[src/rtl/maze_solver.sv]
// Depth-first maze solver over a 16x16 open/wall bitmap; publishes the live DFS path and cursor.
// Optional step-budget abort and timeout port when MAZE_SOLVER_TIMEOUT_EN is defined.
module maze_solver #(
  parameter int STACK_DEPTH = 256,
  parameter int MAX_STEPS   = 1023
) (
  input  logic         clk,
  input  logic         rst_n,
  input  logic         start,
  input  logic         step_en,
  input  logic [255:0] maze_data,
  input  logic [4:0]   maze_width,
  input  logic [4:0]   maze_height,
  input  logic [3:0]   start_x,
  input  logic [3:0]   start_y,
  input  logic [3:0]   goal_x,
  input  logic [3:0]   goal_y,
  output logic         busy,
  output logic         done,
  output logic         found,
  output logic [3:0]   curr_x,
  output logic [3:0]   curr_y,
  output logic [255:0] path_data,
`ifdef MAZE_SOLVER_TIMEOUT_EN
  output logic         timeout,
`endif
  output logic [8:0]   path_len
);

  localparam int AW = (STACK_DEPTH > 1) ? $clog2(STACK_DEPTH) : 1;

  typedef enum logic [1:0] {IDLE, SEARCH, DONE} state_t;

  state_t         state_q, state_d;
  logic [3:0]     curr_x_q, curr_x_d, curr_y_q, curr_y_d;
  logic [255:0]   visited_q, visited_d, path_q, path_d;
  logic [8:0]     len_q, len_d;
  logic [AW-1:0]  sp_q, sp_d;
  logic           found_q, found_d;
  logic           push_en;
  logic [7:0]     stack_q [STACK_DEPTH];

`ifdef MAZE_SOLVER_TIMEOUT_EN
  logic [9:0]     step_cnt_q, step_cnt_d;
  logic           timeout_q, timeout_d;
`endif

  logic [4:0]     w_eff, h_eff;
  logic [7:0]     cur_idx, start_idx, nbr_idx, top_idx;
  logic [7:0]     up_idx, lf_idx, dn_idx, rt_idx;
  logic           up_ok, lf_ok, dn_ok, rt_ok;
  logic           nbr_ok, at_goal, start_bad, stack_full;
  logic [3:0]     nbr_x, nbr_y;

  assign w_eff     = (maze_width  > 5'd16) ? 5'd16 : maze_width;
  assign h_eff     = (maze_height > 5'd16) ? 5'd16 : maze_height;
  assign cur_idx   = {curr_y_q, curr_x_q};
  assign start_idx = {start_y, start_x};
  assign at_goal   = (curr_x_q == goal_x) && (curr_y_q == goal_y);
  assign stack_full = (sp_q == AW'(STACK_DEPTH - 1));
  assign top_idx   = stack_q[sp_q - 1'b1];

  assign start_bad = (w_eff == 5'd0) || (h_eff == 5'd0) ||
                     ({1'b0, start_x} >= w_eff) || ({1'b0, start_y} >= h_eff) ||
                     !maze_data[start_idx];

  // Index arithmetic may wrap in 4 bits; the bound terms gate any wrapped index.
  assign up_idx = {curr_y_q - 4'd1, curr_x_q};
  assign lf_idx = {curr_y_q, curr_x_q - 4'd1};
  assign dn_idx = {curr_y_q + 4'd1, curr_x_q};
  assign rt_idx = {curr_y_q, curr_x_q + 4'd1};

  assign up_ok = (curr_y_q != 4'd0) && maze_data[up_idx] && !visited_q[up_idx];
  assign lf_ok = (curr_x_q != 4'd0) && maze_data[lf_idx] && !visited_q[lf_idx];
  assign dn_ok = (({1'b0, curr_y_q} + 5'd1) < h_eff) && maze_data[dn_idx] && !visited_q[dn_idx];
  assign rt_ok = (({1'b0, curr_x_q} + 5'd1) < w_eff) && maze_data[rt_idx] && !visited_q[rt_idx];

  always_comb begin
    nbr_ok = 1'b1;
    nbr_x  = curr_x_q;
    nbr_y  = curr_y_q;
    if (up_ok) begin
      nbr_y = curr_y_q - 4'd1;
    end else if (lf_ok) begin
      nbr_x = curr_x_q - 4'd1;
    end else if (dn_ok) begin
      nbr_y = curr_y_q + 4'd1;
    end else if (rt_ok) begin
      nbr_x = curr_x_q + 4'd1;
    end else begin
      nbr_ok = 1'b0;
    end
  end

  assign nbr_idx = {nbr_y, nbr_x};

  always_comb begin
    state_d   = state_q;
    curr_x_d  = curr_x_q;
    curr_y_d  = curr_y_q;
    visited_d = visited_q;
    path_d    = path_q;
    len_d     = len_q;
    sp_d      = sp_q;
    found_d   = found_q;
    push_en   = 1'b0;
`ifdef MAZE_SOLVER_TIMEOUT_EN
    step_cnt_d = step_cnt_q;
    timeout_d  = timeout_q;
`endif
    if (start) begin
      curr_x_d  = start_x;
      curr_y_d  = start_y;
      sp_d      = '0;
      found_d   = 1'b0;
      visited_d = '0;
      path_d    = '0;
`ifdef MAZE_SOLVER_TIMEOUT_EN
      step_cnt_d = '0;
      timeout_d  = 1'b0;
`endif
      if (start_bad) begin
        state_d = DONE;
        len_d   = 9'd0;
      end else begin
        state_d              = SEARCH;
        visited_d[start_idx] = 1'b1;
        path_d[start_idx]    = 1'b1;
        len_d                = 9'd1;
      end
    end else if ((state_q == SEARCH) && step_en) begin
      if (at_goal) begin
        state_d = DONE;
        found_d = 1'b1;
      end else if (nbr_ok && !stack_full) begin
        push_en            = 1'b1;
        sp_d               = sp_q + 1'b1;
        curr_x_d           = nbr_x;
        curr_y_d           = nbr_y;
        visited_d[nbr_idx] = 1'b1;
        path_d[nbr_idx]    = 1'b1;
        len_d              = len_q + 9'd1;
      end else if (sp_q == '0) begin
        state_d = DONE;
      end else begin
        path_d[cur_idx] = 1'b0;
        curr_x_d        = top_idx[3:0];
        curr_y_d        = top_idx[7:4];
        sp_d            = sp_q - 1'b1;
        len_d           = len_q - 9'd1;
      end
`ifdef MAZE_SOLVER_TIMEOUT_EN
      step_cnt_d = step_cnt_q + 10'd1;
      if ((state_d == SEARCH) && ((int'(step_cnt_q) + 1) >= MAX_STEPS)) begin
        state_d   = DONE;
        timeout_d = 1'b1;
      end
`endif
    end
  end

  always_ff @(posedge clk or negedge rst_n) begin
    if (!rst_n) begin
      state_q   <= IDLE;
      curr_x_q  <= '0;
      curr_y_q  <= '0;
      visited_q <= '0;
      path_q    <= '0;
      len_q     <= '0;
      sp_q      <= '0;
      found_q   <= 1'b0;
`ifdef MAZE_SOLVER_TIMEOUT_EN
      step_cnt_q <= '0;
      timeout_q  <= 1'b0;
`endif
    end else begin
      state_q   <= state_d;
      curr_x_q  <= curr_x_d;
      curr_y_q  <= curr_y_d;
      visited_q <= visited_d;
      path_q    <= path_d;
      len_q     <= len_d;
      sp_q      <= sp_d;
      found_q   <= found_d;
`ifdef MAZE_SOLVER_TIMEOUT_EN
      step_cnt_q <= step_cnt_d;
      timeout_q  <= timeout_d;
`endif
    end
  end

  // Stack storage needs no reset: only entries below sp are ever read.
  always_ff @(posedge clk) begin
    if (push_en) begin
      stack_q[sp_q] <= cur_idx;
    end
  end

  assign busy      = (state_q == SEARCH);
  assign done      = (state_q == DONE);
  assign found     = found_q;
  assign curr_x    = curr_x_q;
  assign curr_y    = curr_y_q;
  assign path_data = path_q;
  assign path_len  = len_q;
`ifdef MAZE_SOLVER_TIMEOUT_EN
  assign timeout   = timeout_q;
`endif

endmodule

[config.mk]
export PLATFORM = sky130hd
export DESIGN_NAME = maze_solver
export DESIGN_NICKNAME = d
export VERILOG_FILES = /design/src/rtl/maze_solver.sv
export SDC_FILE = /design/constraint.sdc
export NUM_CORES = 2
export LEC_CHECK = 0
export BUFFER_PORTS_ARGS = -buffer_cell sky130_fd_sc_hd__buf_2
export CORE_MARGIN = 4
export CORE_UTILIZATION = 30
export CTS_CLUSTER_DIAMETER = 80
export CTS_CLUSTER_SIZE = 8
export DETAILED_ROUTE_END_ITERATION = 8
export PLACE_DENSITY_LB_ADDON = 0.08
export SYNTH_ARGS = -nofsm -noshare
export SYNTH_HDL_FRONTEND = slang
export SYNTH_SLANG_ARGS = --single-unit
[constraint.sdc]
create_clock -name clk -period 19.85 [get_ports clk]
set_input_delay 2.9775 -clock clk [delete_from_list [all_inputs] [get_ports clk]]
set_output_delay 2.9775 -clock clk [all_outputs]
set_load 0.03 [all_outputs]
# Yosys cells after proc, flatten, opt, wreduce, memory -nomap -nowiden
# Memory sizes are Yosys's and may differ from the RTL's.
# Index checks and enable logic that the tools add are counted.
[word_totals]
ff_bits = 540
mem_bits_rw = 2048
in_bits = 286
output_inout_bits = 276
word_cells = 167
n_memories = 1
[classes]
n_addsub = 10
order_cmp = 16
n_eq_ne = 8
mux = 83
bitwise_logic = 4
n_reduce_logical = 37
[mem_list]
columns = ["memory", "words", "word_bits", "rd", "rd_clocked_by_memory_dff", "write_ports", "line", "source"]
rows = [
  ["stack_q", 256, 8, 1, 0, 1, "41", "logic [7:0] stack_q [STACK_DEPTH];"],
]
[ops]
columns = ["operator", "n"]
rows = [
  ["$mux W256", 10],
  ["$or A256 B256 Y256", 2],
  ["$and A256 B256 Y256", 1],
  ["$not A256 Y256", 1],
  ["$bmux W1 S8", 9],
  ["$mux W4", 17],
  ["$lt A8 B9 Y1 const B", 7],
  ["$mux W9", 5],
  ["$mux W8", 5],
  ["$mux W1", 26],
  ["$demux W1 S8", 3],
  ["$ge A8 B1 Y1 const B", 3],
  ["$logic_and A1 B1 Y1", 14],
  ["$mux W2", 6],
  ["$add A4 B1 Y5 const B", 2],
  ["$ge A4 B5 Y1", 2],
  ["$gt A5 B5 Y1 const B", 2],
  ["$logic_not A5 Y1", 2],
  ["$lt A5 B5 Y1", 2],
  ["$mux W5", 2],
  ["$add A9 B1 Y9 const B", 1],
  ["$reduce_and A3 Y1", 3],
  ["$sub A9 B1 Y9 const B", 1],
  ["$add A4 B1 Y4 const B", 2],
  ["other kinds (16)", 30],
]

# Longest topological paths before layout
[depth]
word_depth = 18
mapped_depth = 35
mapped_depth_nobuf = 23

# Worst setup path after synthesis
# No wires, ideal clock.
[synth_path]
path_type = "register to register"
start = "register curr_x_q[0] (netlist: curr_x[0])"
end = "register len_q[8] (netlist: path_len[8])"
setup_ns = 0.078
arrival_ns = 10.241
required_ns = 19.772
slack_ns = 9.531
stages_incl_launch_ff = 31
synth_period_minus_slack_ns = 10.319
cell_sequence = "dfrtp_1 buf_4 inv_1 buf_2 clkbuf_1 clkbuf_1 ha_1 buf_2 buf_2 buf_2 clkbuf_1 clkbuf_1 mux4_2 o211ai_1 a31oi_1 or3_4 a2111oi_4 nor2_2 inv_2 buf_2 buf_2 ha_1 a21o_1 a21o_1 a21o_1 a21oi_1 o21bai_1 a21oi_1 xnor2_1 or3_1 a21oi_1"
[synth_between]
elab_chain_len = 14
[synth_lines]
columns = ["element", "line", "source"]
rows = [
  ["start: declaration", "35", "logic [3:0] curr_x_q, curr_x_d, curr_y_q, curr_y_d;"],
  ["start signal: assignment", "178", "curr_x_q <= curr_x_d;"],
  ["$add A4 B1 Y4", "71", "assign rt_idx = {curr_y_q, curr_x_q + 4'd1};"],
  ["$bmux W1 S8", "76", "assign rt_ok = (({1'b0, curr_x_q} + 5'd1) < w_eff) && maze_data[rt_idx] && !visited_q[rt_idx];"],
  ["$mux W1 (not written as such)", "76", ""],
  ["$logic_and A1 B1 Y1 / $logic_not A1 Y1 (equally long branches)", "76", ""],
  ["$logic_and A1 B1 Y1", "76", ""],
  ["$mux W1", "88", "end else if (rt_ok) begin"],
  ["$mux W1", "86", "end else if (dn_ok) begin"],
  ["$mux W1", "84", "end else if (lf_ok) begin"],
  ["$mux W1", "82", "if (up_ok) begin"],
  ["$logic_and A1 B1 Y1", "135", "end else if (nbr_ok && !stack_full) begin"],
  ["$mux W9", "135", ""],
  ["$mux W9", "132", "if (at_goal) begin"],
  ["$mux W9", "131", "end else if ((state_q == SEARCH) && step_en) begin"],
  ["$mux W9", "111", "if (start) begin"],
  ["end signal: assignment", "182", "len_q <= len_d;"],
  ["end: declaration", "37", "logic [8:0] len_q, len_d;"],
]
# Several ways; a longest one is shown, not always the timed one. The select of a mux whose other input is x is not followed.
# A chain may end at the register's enable or synchronous reset.

# Worst setup path in the final report
[layout_path]
start = "register curr_x_q[0] (netlist: curr_x[0])"
end = "memory stack_q[10][6], enable pin"
[layout_between]
elab_chain_len = 16
[layout_lines]
columns = ["element", "line", "source"]
rows = [
  ["$add A4 B1 Y4", "71", ""],
  ["$bmux W1 S8", "76", ""],
  ["$mux W1 (not written as such)", "76", ""],
  ["$logic_and A1 B1 Y1 / $logic_not A1 Y1 (equally long branches)", "76", ""],
  ["$logic_and A1 B1 Y1", "76", ""],
  ["$mux W1", "88", ""],
  ["$mux W1", "86", ""],
  ["$mux W1", "84", ""],
  ["$mux W1", "82", ""],
  ["$logic_and A1 B1 Y1", "135", ""],
  ["$mux W1", "135", ""],
  ["$mux W1 *", "132", ""],
  ["$mux W1 *", "131", ""],
  ["$mux W1 *", "111", ""],
  ["$mux W1 *", "194", "if (push_en) begin"],
  ["$mux W1 (not written as such) *", "195", "stack_q[sp_q] <= cur_idx;"],
  ["end: declaration", "41", ""],
]
# Mark *: on every way between the ends. The rest lies on a longest branch, timed or not. The select of a mux whose other input is x is not followed.

==> summary by stage <==
Min path
The instance count along the most critical hold path is 2. The worst hold path terminates at found. The startpoint of the tightest hold check path is found. In this run the worst hold path is classified as flip-flop to flip-flop.

STA
The post-route setup TNS is 0 ns. Of the available clock period, the critical path in the final layout requires 0.5137. In the post-route analysis, the smallest setup slack over all paths is 9.652 ns. The clock arrives with approximately 0.054 ns of skew. The number of failing hold endpoints at the final stage is 0.

Setup repair after global routing left no endpoint under its margin. The clock period could shrink to 10.20 ns. The upper clock frequency limit is around 100 MHz. The max-slew violation count is 0. The number of endpoints failing setup at the final stage is 0.

The slew at the pin closest to its max-slew limit is about 1.4 ns. The worst-case headroom to the max-slew limit is 0.08081.

Setup path
The critical path capture point type is a flip-flop. Data arrives at the worst endpoint at approximately 11 ns. Of all nets on the critical path, the largest fanout is between 100 and 150.

The worst setup path is launched from a flip-flop. The required time at the endpoint of the critical path is 20.39 ns. The family with the most delay on the worst path is simple AND/OR/NAND/NOR gates. The worst setup path startpoint is curr_x[0]. The library cell contributing the largest single delay on the critical path is sky130_fd_sc_hd__nor3_1.

The critical path class is flip-flop to flip-flop. The most prevalent standard cell on the critical path is sky130_fd_sc_hd__buf_4. The combined buffer and inverter count along the critical path is 4. The signal on the critical path passes through buf_4 -> buf_4 -> buf_12 -> and2_1 -> buf_4 -> a32o_1 -> o21ai_0 -> a311o_1 -> a221oi_1 -> or3_1 -> nand3_1 -> o2111ai_1 -> nand2_1 -> nor3_1 -> nand2_1 -> nor2_1.

Setup slack on the worst reg-to-reg path comes out at between 9 and 10 ns. In this design, the stage delay of the slowest critical-path cell is approximately 1 ns. Measured in cells, the most critical reg-to-reg path has a length of 16. The capture instance of the worst register-to-register path is stack_q[10][6]. The origin of the critical flop-to-flop path is curr_x[0].

Placement
The wire-length estimate of the detail-placed layout is between 300 and 400 mm. The weighted congestion at the end of routability-driven global placement is between 0.9 and 1. The count of input and output buffers is roughly 560. The minimum setup slack after placement is 9.599 ns. The number of instances in the placed design is 13730. After detailed placement, the total cell area comes to between 100000 and 150000 µm².

Final layout
Fill cells in the final layout number a little under 40000. The share of layout cells above drive strength 1 is 0.2638. The post-route standard cell area excluding fillers is between 100000 and 150000 µm². In the final layout, the multi-input gates occupy between 40000 and 50000 µm².

Across the whole layout, storage elements account for roughly 75000 µm². In the final design database the tool counted approximately 9000 nets. The area growth from synthesis to layout is 15.44%. After the flow finishes, the layout carries non-filler instances totaling approximately 14000.

Synthesis
Dividing the synthesized area by the synthesized cell count gives between 10 and 15 µm². The number of distinct library cells after synthesis is around 110. In the post-synthesis netlist, the biggest area contributors are sky130_fd_sc_hd__edfxtp_1, sky130_fd_sc_hd__mux4_2, sky130_fd_sc_hd__dfrtp_1.

Counting every instance in the synthesized netlist gives 8275. Of the post-synthesis cell area, the dominant cell type holds 0.4983. In the synthesized netlist the dominant register cell turns out to be sky130_fd_sc_hd__edfxtp_1. In this run, synthesis inferred 2048 flip-flops with an integrated enable.

The biggest area consumer among synthesized cells is sky130_fd_sc_hd__edfxtp_1. For this run, asynchronously set or reset flops after synthesis account for 0.2087. The combined area of all synthesized cells is ~120000 µm². The flip-flop and latch count after synthesis is between 2000 and 3000. For this run, the number of Yosys warnings is 0. The share of the Yosys chip area taken by registers is 0.6078.

CTS
The tree is rooted in a sky130_fd_sc_hd__clkbuf_16. The worst-case clock buffer depth is 4. The total CTS buffers is about 370. The clock latency on the worst-skew pair is between 0.9 and 1 ns.

The number of sinks driven by the clock tree is between 2000 and 3000. The TritonCTS clock tree is yes. The H-tree depth is 5. Buffers inserted to repair hold after CTS numbered 0. The clock-pin transition on the worst setup and hold timing paths is around 0.050 ns. After clock tree synthesis, the repair step resized 0 gates. Post-CTS timing repair inserted 0 buffers for setup.

Route
The number of DRC violations after detailed routing is 0. The routed layout has around 87000 vias. In this run the remaining antenna-violating nets after routing total 0. The first detailed-routing pass ran for 8 iterations.

Summed over all layers, the routed wires come to approximately 550 mm. For this block, the initial DRC count from the detailed router was between 10000 and 15000. The number of vias per cell is approximately 6. In the final routed layout, each cell accounts on average for 38.98 µm.

Pwr
The internal portion of total power is just over 0.01 W. The switching power total is between 0.004 and 0.005 W. For this design the ratio of total power to cell area is 106.5 nW/µm².

The reported leakage power is between 40 and 50 nW. Of the total power, the share spent switching nets is 0.3245. Of the total power, combinational logic draws 0.219. The clock network power share is 0.384. The highest ir drop seen on vdd is approximately 0.000080 V. The share of total power dissipated in sequential elements is 0.397.

Global routing
After global routing the overflow that remains totals 0. The number of antenna violations at the first check in global routing was 49. The global-route wire length before repair is between 700 and 800 mm.

The global router's overall resource usage is 0.2540. Entering global routing, the biggest net connects between 150 and 200 pins. The via count of the first global-routing pass is roughly 86000.

Floorplan
The core region is slightly above 400000 µm². The height of the die is approximately 650 µm. The number of I/O pins is around 560. The die span in x is about 650 µm. The area of the die is around 420000 µm². The floorplan has between 200 and 250 rows. The starting density of the core is 0.3011.

Outcome
The run finished with clean final reports.

Run
The tool flagged a number of max-cap violations equal to 0.
[worst reg2reg max path, cell delays in order, from the launching register on]
cell and delay, ns:
sky130_fd_sc_hd__dfrtp_4 0.72, sky130_fd_sc_hd__buf_4 0.57, sky130_fd_sc_hd__buf_4 0.80, sky130_fd_sc_hd__buf_12 0.62, sky130_fd_sc_hd__and2_1 0.31, sky130_fd_sc_hd__buf_4 0.58
sky130_fd_sc_hd__a32o_1 0.28, sky130_fd_sc_hd__o21ai_0 0.09, sky130_fd_sc_hd__a311o_1 0.43, sky130_fd_sc_hd__a221oi_1 0.55, sky130_fd_sc_hd__or3_1 0.27, sky130_fd_sc_hd__nand3_1 0.60
sky130_fd_sc_hd__o2111ai_1 0.67, sky130_fd_sc_hd__nand2_1 0.66, sky130_fd_sc_hd__nor3_1 1.04, sky130_fd_sc_hd__nand2_1 0.78, sky130_fd_sc_hd__nor2_1 0.87
[power by group through the flow]
| stage | sequential, W | combinational, W | clock (W) |
|---|---|---|---|
| floorplan | 0.00621 | 0.00167 | 0 |
| global placement | 0.00613 | 0.00326 | 0 |
| detailed placement | 0.00613 | 0.00326 | 0 |
| CTS | 0.00603 | 0.00327 | 0.00595 |
| global route | 0.00602 | 0.00341 | 0.00617 |
| finish | 0.00603 | 0.00332 | 0.00582 |
[layer usage]
| metal | global-route usage | vias to the layer above | share of wire | wire (µm) |
|---|---|---|---|---|
| met5 | 0 | - | 0.00017 | 92 |
| met3 | 0.05175 | 1260 | 0.078 | 43300 |
| li1 | - | 34400 | - | - |
| met1 | 0.3314 | 46090 | 0.40 | 221700 |
| met4 | 0.1370 | 14 | 0.062 | 34050 |
| met2 | 0.3976 | 4828 | 0.46 | 254400 |
[layout make-up]
cell class,count,share of cell area
clock inverters,35,0.004172
multi-input cells,4687,0.3142
repair buffers,812,0.03451
well taps,5451,0.04787
diodes,21,0.0003689
clock buffers,415,0.06699
inverters,189,0.005103
flip-flops and latches,2588,0.5268
[cells by family (layout without fill, tap and decap cells)]
| group | after synthesis | in the layout | synth area share |
|---|---|---|---|
| mux | 1053 | 1053 | 0.1779 |
| simple gates | 1759 | 1759 | 0.06826 |
| fa+ha+maj | 38 | 38 | 0.003913 |
| buf+inv | 1007 | 1451 | 0.03458 |
| compound gates | 1796 | 1796 | 0.1049 |
| flops | 2588 | 2588 | 0.6078 |
| xor+xnor | 33 | 33 | 0.002616 |
| other cells | 1 | 29 | 0.00003039 |
[through the flow]
stage	util	power, W	hold WS (ns)
2_1_floorplan	-	0.007875	0.4649
3_3_place_gp	0.3227	0.009384	0.4851
3_5_place_dp	0.3227	0.009390	0.4902
4_1_cts	0.3475	0.01525	0.5032
5_1_grt	0.3475	0.01560	0.5271
6_report	0.3476	0.01517	0.5001
[cells in the mapped netlist (16+ instances only)]
cell / number
sky130_fd_sc_hd__edfxtp_1: 2048
sky130_fd_sc_hd__mux4_2: 911
sky130_fd_sc_hd__nand2_1: 720
sky130_fd_sc_hd__dfrtp_1: 540
sky130_fd_sc_hd__clkbuf_1: 526
sky130_fd_sc_hd__nor2_1: 337
sky130_fd_sc_hd__a21oi_1: 322
sky130_fd_sc_hd__a32oi_1: 228
sky130_fd_sc_hd__o31ai_1: 227
sky130_fd_sc_hd__inv_1: 182
sky130_fd_sc_hd__a22oi_1: 166
sky130_fd_sc_hd__o21ai_0: 155
sky130_fd_sc_hd__nand4_1: 149
sky130_fd_sc_hd__buf_2: 144
sky130_fd_sc_hd__o221ai_1: 141
sky130_fd_sc_hd__mux2i_1: 133
sky130_fd_sc_hd__nand3_1: 126
sky130_fd_sc_hd__buf_1: 86
sky130_fd_sc_hd__a31oi_1: 70
sky130_fd_sc_hd__o211ai_1: 68
sky130_fd_sc_hd__or4_1: 62
sky130_fd_sc_hd__and2_1: 59
sky130_fd_sc_hd__o21ai_1: 55
sky130_fd_sc_hd__a211oi_1: 52
sky130_fd_sc_hd__buf_4: 42
sky130_fd_sc_hd__nor2b_1: 40
sky130_fd_sc_hd__nor3b_1: 40
sky130_fd_sc_hd__o32ai_1: 40
sky130_fd_sc_hd__o22ai_1: 38
sky130_fd_sc_hd__or3_1: 38
sky130_fd_sc_hd__ha_1: 37
sky130_fd_sc_hd__nor3_1: 37
sky130_fd_sc_hd__a311oi_1: 36
sky130_fd_sc_hd__nand2b_1: 35
sky130_fd_sc_hd__and3_1: 27
sky130_fd_sc_hd__a311o_1: 22
sky130_fd_sc_hd__nor4_1: 21
sky130_fd_sc_hd__buf_6: 20
sky130_fd_sc_hd__o2111ai_1: 19
sky130_fd_sc_hd__xnor2_1: 17
sky130_fd_sc_hd__a21o_1: 16
sky130_fd_sc_hd__o311a_1: 16
sky130_fd_sc_hd__o311ai_0: 16
[sequential cells by signal (all words and copies together), names as in the netlist]
name,cells
state_q,2
stack_q,2048
path_len,9
curr_y,4
path_data,256
curr_x,4
found,1
visited_q,256
sp_q,8
[layout by cell type (no fill, tap or decap), types with 52 or more instances in the layout]
| master | instances |
|---|---|
| sky130_fd_sc_hd__dfrtp_1 | 531 |
| sky130_fd_sc_hd__o21ai_1 | 55 |
| sky130_fd_sc_hd__buf_2 | 557 |
| sky130_fd_sc_hd__mux2i_1 | 132 |
| sky130_fd_sc_hd__or4_1 | 62 |
| sky130_fd_sc_hd__nor2_1 | 315 |
| sky130_fd_sc_hd__o221ai_1 | 141 |
| sky130_fd_sc_hd__clkbuf_16 | 375 |
| sky130_fd_sc_hd__a32oi_1 | 228 |
| sky130_fd_sc_hd__o31ai_1 | 227 |
| sky130_fd_sc_hd__nand4_1 | 149 |
| sky130_fd_sc_hd__o21ai_0 | 155 |
| sky130_fd_sc_hd__nand2_1 | 693 |
| sky130_fd_sc_hd__inv_1 | 180 |
| sky130_fd_sc_hd__mux4_2 | 911 |
| sky130_fd_sc_hd__a22oi_1 | 166 |
| sky130_fd_sc_hd__a31oi_1 | 70 |
| sky130_fd_sc_hd__a21oi_1 | 321 |
| sky130_fd_sc_hd__a211oi_1 | 52 |
| sky130_fd_sc_hd__nand3_1 | 122 |
| sky130_fd_sc_hd__and2_1 | 61 |
| sky130_fd_sc_hd__o211ai_1 | 68 |
| sky130_fd_sc_hd__buf_4 | 237 |
| sky130_fd_sc_hd__edfxtp_1 | 2048 |
[how the worst max path moves through the flow]
stage | endpoint | slack [ns] | cells after the start
3_5_place_dp | stack_q[10][1] | 9.60 | 13
6_report | stack_q[10][6] | 9.65 | 16
5_1_grt | stack_q[10][3] | 9.32 | 16
3_3_place_gp | stack_q[186][5] | 9.37 | 13
4_1_cts | stack_q[10][3] | 9.71 | 16
2_1_floorplan | path_len[8] | 9.53 | 30
No activity file was read; power rests on OpenSTA's default activity.
